**config.mk**
```make
export PLATFORM = sky130hd
export DESIGN_NAME = mod5_rr_arbiter_flat
export DESIGN_NICKNAME = d
export VERILOG_FILES = /design/src/rtl/mod5_rr_arbiter_pkg.sv /design/src/rtl/mod5_rr_arbiter_if.sv /design/src/rtl/mod5_ptr.sv /design/src/rtl/mod5_rr_arbiter.sv /design/src/flat_wrapper.sv
export SDC_FILE = /design/constraint.sdc
export NUM_CORES = 1
export LEC_CHECK = 0
export ABC_AREA = 1
export CORE_MARGIN = 5
export CORE_UTILIZATION = 55
export DETAILED_ROUTE_END_ITERATION = 8
export PLACE_DENSITY = 0.74
export SETUP_SLACK_MARGIN = 0.4
export SLEW_MARGIN = 10
export SYNTH_ARGS = -nofsm -noshare
export SYNTH_HDL_FRONTEND = slang
export SYNTH_SLANG_ARGS = --single-unit
```
**constraint.sdc**
```tcl
create_clock -name clk -period 3.4 [get_ports clk]
set_input_delay 0.68 -clock clk [delete_from_list [all_inputs] [get_ports clk]]
set_output_delay 0.68 -clock clk [all_outputs]
set_load 0.03 [all_outputs]
```
**src/rtl/mod5_rr_arbiter_pkg.sv**
```systemverilog
// rtl/mod5_rr_arbiter_pkg.sv - shared types and constants for the mod-5 round-robin arbiter
// Holds the FSM state encoding, the requester count and the pointer wrap limit.
package mod5_rr_arbiter_pkg;

   typedef enum logic [1:0] {
      IDLE    = 2'd0,
      GRANT   = 2'd1,
      RELEASE = 2'd2
   } state_t;

   // Requester count; the arbiter is built for exactly five requesters.
   localparam int REQ_COUNT = 5;

   // Highest legal pointer value; anything loaded above this wraps to 0.
   localparam logic [2:0] PTR_WRAP = 3'd4;

endpackage

```
**src/rtl/mod5_rr_arbiter_if.sv**
```systemverilog
// rtl/mod5_rr_arbiter_if.sv - request/grant bundle between requesters and the arbiter
// Signals:
//   req    : per-requester request level, bit i = requester i
//   gnt    : one-hot grant (or all-zero)
//   gnt_id : index of the granted requester, 0 when nothing is granted
//   busy   : high while a grant is held
// Modports: master = requester side, slave = arbiter side.
interface mod5_rr_arbiter_if;
   import mod5_rr_arbiter_pkg::*;

   logic [REQ_COUNT-1:0] req;
   logic [REQ_COUNT-1:0] gnt;
   logic [2:0]           gnt_id;
   logic                 busy;

   modport master (output req, input gnt, input gnt_id, input busy);
   modport slave  (input req, output gnt, output gnt_id, output busy);

endinterface

```
**src/rtl/mod5_ptr.sv**
```systemverilog
// rtl/mod5_ptr.sv - round-robin priority pointer with load-and-wrap
// Ports:
//   clk      : clock
//   rst      : synchronous active-low reset, clears ptr to 0
//   load     : load enable
//   load_val : candidate value; values above 4 wrap to 0
//   ptr      : current priority pointer, always 0..4
module mod5_ptr
   import mod5_rr_arbiter_pkg::*;
(
   input  logic       clk,
   input  logic       rst,
   input  logic       load,
   input  logic [2:0] load_val,
   output logic [2:0] ptr
);

   // The caller hands in "last winner + 1"; folding 5 back to 0 here keeps
   // the pointer inside 0..4 no matter what arrives.
   always_ff @(posedge clk) begin
      if (!rst) begin
         ptr <= 3'd0;
      end else if (load) begin
         ptr <= (load_val > PTR_WRAP) ? 3'd0 : load_val;
      end
   end

endmodule

```
**src/rtl/mod5_rr_arbiter.sv**
```systemverilog
// rtl/mod5_rr_arbiter.sv - five-way round-robin arbiter with bounded tenure
// Ports:
//   clk : clock, all state on rising edge
//   rst : synchronous active-low reset
//   bus : mod5_rr_arbiter_if.slave (req in; gnt, gnt_id, busy out, all registered)
// Parameters:
//   MAX_HOLD : maximum consecutive grant cycles per tenure (1..7)
//   NUM_REQ  : requester count, fixed at 5
module mod5_rr_arbiter
   import mod5_rr_arbiter_pkg::*;
#(
   parameter int MAX_HOLD = 4,
   parameter int NUM_REQ  = 5
)
(
   input  logic               clk,
   input  logic               rst,
   mod5_rr_arbiter_if.slave   bus
);

   state_t     state;
   logic [2:0] hold_cnt;
   logic [2:0] ptr;
   logic [2:0] winner;
   logic [3:0] idx;
   logic       tenure_end;

   // Walk the search order from the far end back toward ptr so the last
   // assignment is the requester closest to ptr, which is the one that wins.
   always_comb begin
      winner = 3'd0;
      idx    = 4'd0;
      for (int k = NUM_REQ - 1; k >= 0; k--) begin
         idx = {1'b0, ptr} + 4'(k);
         if (idx > 4'd4) begin
            idx = idx - 4'd5;
         end
         if (bus.req[idx[2:0]]) begin
            winner = idx[2:0];
         end
      end
   end

   // A tenure ends when the owner drops its request or the hold limit is
   // reached; both at once is still a single release.
   assign tenure_end = (state == GRANT) &&
                       (!bus.req[bus.gnt_id] || (hold_cnt == 3'(MAX_HOLD)));

   mod5_ptr u_ptr (
      .clk      (clk),
      .rst      (rst),
      .load     (tenure_end),
      .load_val (bus.gnt_id + 3'd1),
      .ptr      (ptr)
   );

   // RELEASE is the mandatory dead cycle after a tenure; it arbitrates at its
   // closing edge like IDLE, so consecutive tenures are separated by exactly
   // one gnt=0 cycle.
   always_ff @(posedge clk) begin
      if (!rst) begin
         state    <= IDLE;
         bus.gnt    <= '0;
         bus.gnt_id <= 3'd0;
         bus.busy   <= 1'b0;
         hold_cnt <= 3'd0;
      end else begin
         case (state)
            IDLE, RELEASE: begin
               if (|bus.req) begin
                  bus.gnt    <= 5'b00001 << winner;
                  bus.gnt_id <= winner;
                  bus.busy   <= 1'b1;
                  hold_cnt <= 3'd1;
                  state    <= GRANT;
               end else begin
                  state    <= IDLE;
               end
            end
            GRANT: begin
               if (tenure_end) begin
                  bus.gnt    <= '0;
                  bus.gnt_id <= 3'd0;
                  bus.busy   <= 1'b0;
                  hold_cnt <= 3'd0;
                  state    <= RELEASE;
               end else begin
                  hold_cnt <= hold_cnt + 3'd1;
               end
            end
            default: begin
               state <= IDLE;
            end
         endcase
      end
   end

endmodule
```
**src/flat_wrapper.sv**
```systemverilog
// flat-port wrapper written by rule: the top's interface ports become plain ports
module mod5_rr_arbiter_flat import mod5_rr_arbiter_pkg::*;
#(
   parameter int MAX_HOLD = 4,
   parameter int NUM_REQ  = 5
)
  (clk, rst, bus_req, bus_gnt, bus_gnt_id, bus_busy);
  mod5_rr_arbiter_if bus_i ();
  input  logic clk;
  input  logic rst;
  input wire logic [$bits(bus_i.req)-1:0] bus_req;
  output wire logic [$bits(bus_i.gnt)-1:0] bus_gnt;
  output wire logic [$bits(bus_i.gnt_id)-1:0] bus_gnt_id;
  output wire logic [$bits(bus_i.busy)-1:0] bus_busy;
  assign bus_i.req = bus_req;
  assign bus_gnt = bus_i.gnt;
  assign bus_gnt_id = bus_i.gnt_id;
  assign bus_busy = bus_i.busy;
  mod5_rr_arbiter #(.MAX_HOLD(MAX_HOLD), .NUM_REQ(NUM_REQ)) u_core (.clk(clk), .rst(rst), .bus(bus_i));
endmodule
```
After elaboration in Yosys (flattened, before gate mapping)
Cells that the tools add are included.
W data, S select, Z words.
Word-level totals
  input bits: 7
  output and inout port bits: 9
  register bits after elaboration: 17
  word-level logic and storage cells: 82
Operators by class
  reductions and logical operators: 9
  shift operators: 1
  muxes and demuxes: 38
  order comparisons: 12
  eq/ne operators: 5
  add/sub/neg operators: 11
Operators by type and width (number)
  $mux W3: 15
  $lt A3 B4 Y1 const B: 6
  $bmux W1 S3: 6
  $gt A4 B3 Y1 const B: 4
  $sub A3 B3 Y3 const B: 5
  $pmux W3 S2: 2
  $mux W5: 2
  $pmux W5 S2: 1
  $mux W1: 9
  $add A3 B2 Y4 const B: 2
  $add A3 B1 Y3 const B: 2
  $gt A3 B3 Y1 const B: 2
  $reduce_or A5 Y1: 1
  $shl A1 B3 Y5 const A: 1
  $add A3 B1 Y4 const B: 1
  $add A3 B3 Y4 const B: 1
  $ne A2 B1 Y1 const B: 2
  $pmux W2 S2: 1
  $eq A3 B3 Y1 const B: 1
  $reduce_and A3 Y1: 1
  $eq A2 B1 Y1 const B: 1
  $eq A2 B2 Y1 const B: 1
  $logic_not A2 Y1: 1
  $mux W2: 1
  7 further kinds: 7

Depth between registers and ports, before layout
Gate-level depths: netlist (run 1).
  depth after elaboration: 13
  mapped depth: 22
  depth with buffers taken out: 21

Modules after synthesis
From an unflattened synthesis (run 1), not the netlist that was laid out.
Second synthesis, totals
  cell total of the unflattened synthesis: 270
  area, all modules: 1642.8 um^2
Modules (own cells, without submodules)
  mod5_rr_arbiter: cells an instance 256, seq. area each 280.3 um^2, area an instance 1534.0 um^2, times used 1
  mod5_ptr: cells an instance 14, seq. area each 60.1 um^2, area an instance 108.9 um^2, times used 1

Worst setup path before layout (run 1)
OpenSTA, ideal clock, no wires.
  path type: reg2reg
  from: register u_core.u_ptr.ptr[0]
  to: register u_core.bus.gnt[0]
  buffers on the path: 1
  setup time: 129 ps
  setup slack: 1074 ps
  arrival time: 2197 ps
  stages on the path, launching flop included: 20
  required time: 3271 ps
  period minus slack after synthesis: 2326 ps
  path through: dfxtp_1 -> buf_6 -> inv_4 -> ha_1 -> xor2_2 -> nand2_1 -> o21ai_1 -> inv_2 -> o211ai_1 -> nand2_1 -> nand2_1 -> nand2_2 -> nor2_1 -> nand2_1 -> nand3_2 -> nand2_2 -> nand2_1 -> nor2_1 -> nor2_1 -> nor2_1
On the way
  longest elaborated chain between the ends: 13
  elaborated cells on any way between the ends: 37
  those cells by class: add/sub: 9; order compare: 5; shift: 1; mux: 22
RTL lines
  from (decl): line mod5_ptr.sv:15  | output logic [2:0] ptr
  from (signal assigned): line mod5_ptr.sv:24  | ptr <= (load_val > PTR_WRAP) ? 3'd0 : load_val;
  $add A3 B3 Y4: line mod5_rr_arbiter.sv:34  | idx = {1'b0, ptr} + 4'(k);
  $gt A4 B3 Y1 or $sub A3 B3 Y3 (tied branches): line mod5_rr_arbiter.sv:35, mod5_rr_arbiter.sv:36
  $mux W3: line mod5_rr_arbiter.sv:35  | if (idx > 4'd4) begin
  $bmux W1 S3: line mod5_rr_arbiter.sv:38  | if (bus.req[idx[2:0]]) begin
  $mux W1 (not written as such): line mod5_rr_arbiter.sv:38
  $mux W3 (4 in series): line mod5_rr_arbiter.sv:38
  $mux W3 (*): line mod5_rr_arbiter.sv:38
  $shl A1 B3 Y5 (*): line mod5_rr_arbiter.sv:71  | bus.gnt <= 5'b00001 << winner;
  $mux W5 (*): line mod5_rr_arbiter.sv:70  | if (|bus.req) begin
  $pmux W5 S2 (*): line mod5_rr_arbiter.sv:68  | case (state)
  to (signal assigned): line mod5_rr_arbiter.sv:71
  to (decl): line mod5_rr_arbiter_if.sv:17  | modport slave (input req, output gnt, output gnt_id, output busy);
Every way passes the cells marked *; elsewhere a longest branch is shown, timed or not. The select of a mux whose other input is x is not followed.
A chain may end at the register's enable or synchronous reset.

Worst setup path in the final report (run 1)
  from: register u_core.u_ptr.ptr[1]
  to: register u_core.bus.gnt[1]
The elaborated chain is that of the path after synthesis.

==> results of run 1 <==
[how the worst max path moves through the flow]
stage / startpoint / endpoint / slack, ns / cells past startpoint
final: u_core.u_ptr.ptr[1]$_SDFFE_PN0P_ / u_core.bus.gnt[1]$_SDFFE_PN0P_ / 0.79 / 16
after global routing: u_core.u_ptr.ptr[1]$_SDFFE_PN0P_ / u_core.bus.gnt[0]$_SDFFE_PN0P_ / 0.44 / 16
after CTS: u_core.u_ptr.ptr[1]$_SDFFE_PN0P_ / u_core.bus.gnt[0]$_SDFFE_PN0P_ / 0.78 / 17
after detailed placement: bus_req[1] / u_core.bus.gnt[0]$_SDFFE_PN0P_ / 0.60 / 13
after global placement: bus_req[1] / u_core.bus.gnt_id[0]$_SDFFE_PN0P_ / 0.63 / 12
after floorplan: u_core.u_ptr.ptr[0]$_SDFFE_PN0P_ / u_core.bus.gnt[0]$_SDFFE_PN0P_ / 1.07 / 19
[critical path: cells and delay by family (launching register included)]
kind                       cells  cell delay (ns)
AOI/OAI and AO/OA              3             0.35
adders and majority gates      1             0.47
buffers and inverters          2             0.37
DFF                            1             0.46
and+or+nand+nor               10             0.90
[metal layers]
metal / vias to the layer above / track usage, % / routed length, µm
met4: 0 / 3.05 / 13
met3: 2 / 4.05 / 233
met2: 51 / 31.3 / 1760
met5: - / 0 / 0
met1: 744 / 28.4 / 1980
li1: 885 / - / -
[power by group]
group / total [mW] / switching (mW) / internal (mW)
logic: 0.842 / 0.531 / 0.311
registers: 0.265 / 0.0304 / 0.234
clock network: 0.106 / 0.0609 / 0.0455
total: 1.21 / 0.622 / 0.591
[cells by family (layout without fill, tap and decap cells)]
logic type | count (synthesis) | count (layout)
AOI/OAI and AO/OA | 43 | 43
xor gates and xnor gates | 6 | 6
adders and majority gates | 15 | 15
buffers and inverters | 41 | 59
DFF | 17 | 17
and+or+nand+nor | 139 | 139
[sequential cells by signal, indices dropped and copies added (netlist names)]
name / count
u_core.bus.busy: 1
u_core.bus.gnt: 5
u_core.bus.gnt_id: 3
u_core.state: 2
u_core.hold_cnt: 3
u_core.u_ptr.ptr: 3
[through the flow]
stage	hold WS, ns	instance area [µm²]
final	0.470	1990
after global routing	0.496	1990
after CTS	0.473	1990
after detailed placement	0.458	1960
after global placement	0.455	1960
after floorplan	0.460	1770
[placed cells by master (no fill, tap or decap), types with 5 or more instances in the layout]
master / count
nand2_1: 61
clkdlybuf4s50_1: 15
nand2_2: 9
nor2_1: 18
dfxtp_1: 17
nand3_1: 28
ha_1: 14
o21ai_0: 6
a21oi_1: 13
nand2_4: 5
nand4_1: 5
o21ai_1: 6
inv_1: 34
[timing repair]
item                                   in CTS  in global routing
resized for setup                           0                  1
setup endpoints to repair                   0                  1
endpoints found under the hold margin       0                  0
[final cells by class]
cell class	count	area (µm²)
clock buffers	4	26.3
fillers	296	1080
inverters	39	149
multi-input cells	203	1260
flip-flops and latches	17	340
well taps	44	55.1
repair buffers	16	158
==> metrics.cfg, run 1 <==
[outcome]
status=finished, final reports clean

[logic_synthesis]
synth.area.mux_share_pct=0
synth_area_leaders=dfxtp_1 (19%), nand2_1 (13%), ha_1 (11%), nand3_1 (7.9%), inv_1 (7.2%)
yosys.area_share.simple_pct=39.2
synth_seq_cells=17
synth_area_um2=1770
async_flop_share_pct=0
avgSynthCellArea_um2=6.77
synth_commonest_cells=nand2_1 (61), inv_1 (34), nand3_1 (28)
yosys.area_share.xor_xnor_pct=5.95
synth_top_family_by_area=simple AND/OR/NAND/NOR gates
synth_cells=261
synth_top_area_cell=dfxtp_1
synth.yosys.warnings=0
synth-edff-count=0
ys_seq_area_share_pct=19.3
synth.most_common_cell=nand2_1
synth-adder-area-share_pct=10.6
synth-compound-area-share_pct=15.7
synth_cell_types=37
synth_top_area_share_pct=19.3
syn_nets=283
ys.flop_type=dfxtp_1

[global_route]
grt_max_degree=13
grt_pass1_wl_mm=6.98
gr-total-overflow=0
antenna_found_initial=0
grt_pass1_vias=1548
grtUsageTotal_pct=19.9

[clocking]
cts-buffers-inserted=3
clk_path_buf_depth=2
clock-sinks=17
postCtsHoldBufs=0
cts_setup_buffers=0
cts-root-buf=clkbuf_4
clk_pin_slew_ns=0.10
htree_levels=1
cts_tree=built
insertion_delay_ns=0.28

[floorplanning]
rows=20
initial_utilization_pct=57.4
die-area_um2=4450
die_h_um=66.7
coreArea_um2=3080
ios=16
fp.dieW_um=66.7

[critical_path]
path_max_fanout=10
critPathSlowestCell=ha_2
critPathLaunchType=flop
worstReg2RegEnd=u_core.bus.gnt[1]$_SDFFE_PN0P_
end_kind=flop
path_class=reg -> reg
required_ns=3.62
ff2ff_setup_slack_ns=0.79
cp_cell_sequence=inv_1, ha_2, inv_1, nand2_1, o21ai_1, o211ai_1, nand3_1, nor2_1, nand3_1, nand3_1, nand2_1, nand3_2, nand2_2, nor2_2, nand2_1, a21oi_2
r2r-start=u_core.u_ptr.ptr[1]$_SDFFE_PN0P_
cp_slowest_stage_delay_ns=0.47
cp_data_arrival_time_ns=2.83
r2r.worst_path.cells=16

[routing]
drt-initial-drc-count=106
via_count=1682
viasPerCell=5.21
antenna_left=0
drt_pre_antenna_iters=4
wl_per_cell_um=12.3
wirelength_mm=3.99
drc=0

[power_and_ir_drop]
power_leakage_nw=0.896
power_density_nw_per_um2=609
power_mw=1.21
peakVddDrop_mv=0.331

[final_layout]
final_core_util_pct=64.8
layout-drive-gt1-share_pct=15.8
num_antenna_cells=0
syn_to_final_growth_pct=12.8
nets=302
layout.cells.non_filler=323

[place]
io_buffers=15
pre_cts_ws_ns=0.605
hpwlAfterDp_mm=3.27
placedCellCount=319
gp_congestion=0.879

[sta]
fin_tns_setup_ns=0
fin_skew_ns=0.00102
rsz0062_at_grt=no
setup_violations=0
fin_ws_ns=0.791
min_period_ns=2.61
finalHoldViolations=0
min_period_over_period_pct=76.7
fmax_ghz=0.383
slew_headroom_pct=68.5
tightestPinTransition_ns=0.471
maxSlewViolCount=0

[hold_path]
min_to=u_core.bus.busy$_SDFFE_PN0P_
worstHoldStart=u_core.bus.busy$_SDFFE_PN0P_
hold_depth=2
holdCritPathClass=reg -> reg

[job]
drv_cap=0

No activity file was read; power rests on OpenSTA's default activity.
==> run 2: changes to the inputs <==
clock period = 2.6 ns   (was 3.4 ns; I/O delays follow)
==> metrics.cfg, run 2 (same netlist as run 1, synthesis figures left out) <==
[place]
io_buffers=15  ; unchanged
hpwlAfterDp_mm=3.30  ; was 3.27 mm
pre_cts_ws_ns=0.203  ; was 0.605 ns
placed_area_um2=2010  ; was 1960 µm²
gp_congestion=0.900  ; was 0.879

[critical_path]
path_max_fanout=10  ; unchanged
end_kind=flop  ; unchanged
critPathLaunchType=flop  ; unchanged
worstReg2RegEnd=u_core.bus.gnt_id[0]$_SDFFE_PN0P_  ; was u_core.bus.gnt[1]$_SDFFE_PN0P_
cp_data_arrival_time_ns=2.49  ; was 2.83 ns
ff2ff_setup_slack_ns=0.32  ; was 0.79 ns
required_ns=2.80  ; was 3.62 ns
path_class=reg -> reg  ; unchanged
r2r-start=u_core.u_ptr.ptr[1]$_SDFFE_PN0P_  ; unchanged
r2r.worst_path.cells=16  ; unchanged

[global_route]
groute.layer.met3.usage_pct=3.54  ; was 4.05%
grtUsageTotal_pct=20.6  ; was 19.9%
grt_max_degree=12  ; was 13
grt_pass1_wl_mm=7.15  ; was 6.98 mm
use_met2_pct=32.2  ; was 31.3%
met1_usage_pct=29.7  ; was 28.4%
grt_busiest_layer=met2  ; unchanged
antenna_found_initial=0  ; unchanged
gr-total-overflow=0  ; unchanged
grt_pass1_vias=1590  ; was 1548

[final_layout]
layout-drive-gt1-share_pct=27.8  ; was 15.8%
final_common_cell=nand2_1  ; unchanged
syn_to_final_growth_pct=30.0  ; was 12.8%
mostFrequentLayoutCells=nand2_1 (56), inv_1 (31), nand3_1 (25), nor2_1 (17), clkdlybuf4s50_1 (15)  ; was nand2_1 (61), inv_1 (34), nand3_1 (28), nor2_1 (18), dfxtp_1 (17)
largest_reg_flops=5  ; unchanged
nFillCells=249  ; was 296
num_antenna_cells=0  ; unchanged
nets=314  ; was 302
top_register=u_core.bus.gnt  ; unchanged
design_area_um2=2300  ; was 1990 µm²

[routing]
drt-initial-drc-count=148  ; was 106
wl_per_cell_um=13.1  ; was 12.3 µm
drc=0  ; unchanged
viasPerCell=5.38  ; was 5.21
via_count=1803  ; was 1682
wirelength_mm=4.40  ; was 3.99 mm
drt_pre_antenna_iters=5  ; was 4
antenna_left=0  ; unchanged

[clocking]
insertion_delay_ns=0.29  ; was 0.28 ns
htree_levels=1  ; unchanged
cts-root-buf=clkbuf_4  ; unchanged
cts_tree=built  ; unchanged
cts-buffers-inserted=3  ; unchanged
clock-sinks=17  ; unchanged
clk_path_buf_depth=2  ; unchanged
clk_pin_slew_ns=0.10  ; about the same

[sta]
maxSlewViolCount=0  ; unchanged
min_period_over_period_pct=87.9  ; was 76.7%
setup_violations=0  ; unchanged
rsz0062_at_grt=yes  ; was no
slew_headroom_pct=73.8  ; was 68.5%
fin_tns_setup_ns=0  ; unchanged
min_period_ns=2.28  ; was 2.61 ns
fin_skew_ns=0.00350  ; was 0.00102 ns
tightestPinTransition_ns=0.392  ; was 0.471 ns
fmax_ghz=0.438  ; was 0.383 GHz
finalHoldViolations=0  ; unchanged
fin_ws_ns=0.315  ; was 0.791 ns

[hold_path]
worstHoldStart=u_core.bus.busy$_SDFFE_PN0P_  ; unchanged
min_to=u_core.bus.busy$_SDFFE_PN0P_  ; unchanged
hold_depth=2  ; unchanged
holdCritPathClass=reg -> reg  ; unchanged

[floorplanning]
die_h_um=66.7  ; unchanged
ios=16  ; unchanged
rows=20  ; unchanged
initial_utilization_pct=57.4  ; unchanged
coreArea_um2=3080  ; unchanged
die-area_um2=4450  ; unchanged
fp.dieW_um=66.7  ; unchanged

[power_and_ir_drop]
power_leakage_nw=0.989  ; was 0.896 nW
power_density_nw_per_um2=806  ; was 609 nW/µm²
peakVddDrop_mv=0.417  ; was 0.331 mV
power_mw=1.85  ; was 1.21 mW

[job]
drv_cap=0  ; unchanged

[outcome]
status=finished, final reports clean  ; unchanged

## run 2: timing repair
action                                 4_1_cts  5_1_grt
buffers inserted                             3        5
hold buffers                                 0        0
pin swaps                                    2       16
cloned                                       0        0
endpoints found under the hold margin        0        0
setup endpoints to repair                    8        8
resized for setup                           14       28
## run 2: layout make-up
class / count / area, µm² / share of cell area, %
clock buffers: 4 / 26.3 / 1.14
inverters: 39 / 165 / 7.19
well taps: 44 / 55.1 / 2.40
flip-flops and latches: 17 / 352 / 15.3
multi-input cells: 203 / 1440 / 62.5
repair buffers: 28 / 264 / 11.5
## run 2: how the worst max path moves through the flow
stage,slack (ns),from,to
detailed placement,0.20,bus_req[1],u_core.bus.gnt[3]$_SDFFE_PN0P_
global placement,0.19,bus_req[1],u_core.bus.gnt_id[2]$_SDFFE_PN0P_
CTS,0.40,u_core.u_ptr.ptr[2]$_SDFFE_PN0P_,u_core.bus.gnt[1]$_SDFFE_PN0P_
finish,0.32,u_core.u_ptr.ptr[1]$_SDFFE_PN0P_,u_core.bus.gnt_id[0]$_SDFFE_PN0P_
global route,0.14,u_core.u_ptr.ptr[1]$_SDFFE_PN0P_,u_core.bus.gnt[1]$_SDFFE_PN0P_
floorplan,0.42,u_core.u_ptr.ptr[0]$_SDFFE_PN0P_,u_core.bus.gnt_id[0]$_SDFFE_PN0P_
## run 2: through the flow
step / hold WS [ns] / std cells / util, %
2_1_floorplan: 0.460 / 261 / -
3_3_place_gp: 0.451 / 323 / 65.4
3_5_place_dp: 0.452 / 323 / 65.4
4_1_cts: 0.467 / 330 / 69.0
5_1_grt: 0.492 / 335 / 74.6
6_report: 0.465 / 335 / 74.6
## run 2: routing by layer
| metal | wire, µm | part of all wire, % | up-vias |
|---|---|---|---|
| met5 | 0 | 0 | - |
| met1 | 2030 | 46 | 799 |
| li1 | - | - | 916 |
| met3 | 328 | 7.5 | 12 |
| met4 | 57 | 1.3 | 0 |
| met2 | 1980 | 45 | 76 |
## run 2: report_power, final
| group | internal, mW | leakage [nW] | switching [mW] |
|---|---|---|---|
| Clock | 0.0598 | 0.0150 | 0.0838 |
| Sequential | 0.308 | 0.141 | 0.0466 |
| Combinational | 0.536 | 0.833 | 0.817 |
| Total | 0.904 | 0.989 | 0.948 |
## run 2: worst max-delay path, cell delays in order (launching register included)
cell and delay [ns]:
dfxtp_4 0.40, inv_8 0.07, ha_4 0.34, clkinvlp_4 0.21
o21ai_4 0.18, nand3_1 0.09, nand2_1 0.07, nand2_1 0.09
nand2_2 0.09, inv_2 0.06, nor2_1 0.10, nor2_1 0.05
nand2_1 0.07, nand3_2 0.08, nand2_2 0.10, nor2_2 0.04
o21a_1 0.16
==> run 3: changes to the inputs <==
CTS_CLUSTER_DIAMETER = 80   (was not set)
==> results of run 3 <==
The final DEF is identical to that of run 2; final timing and power are the same.
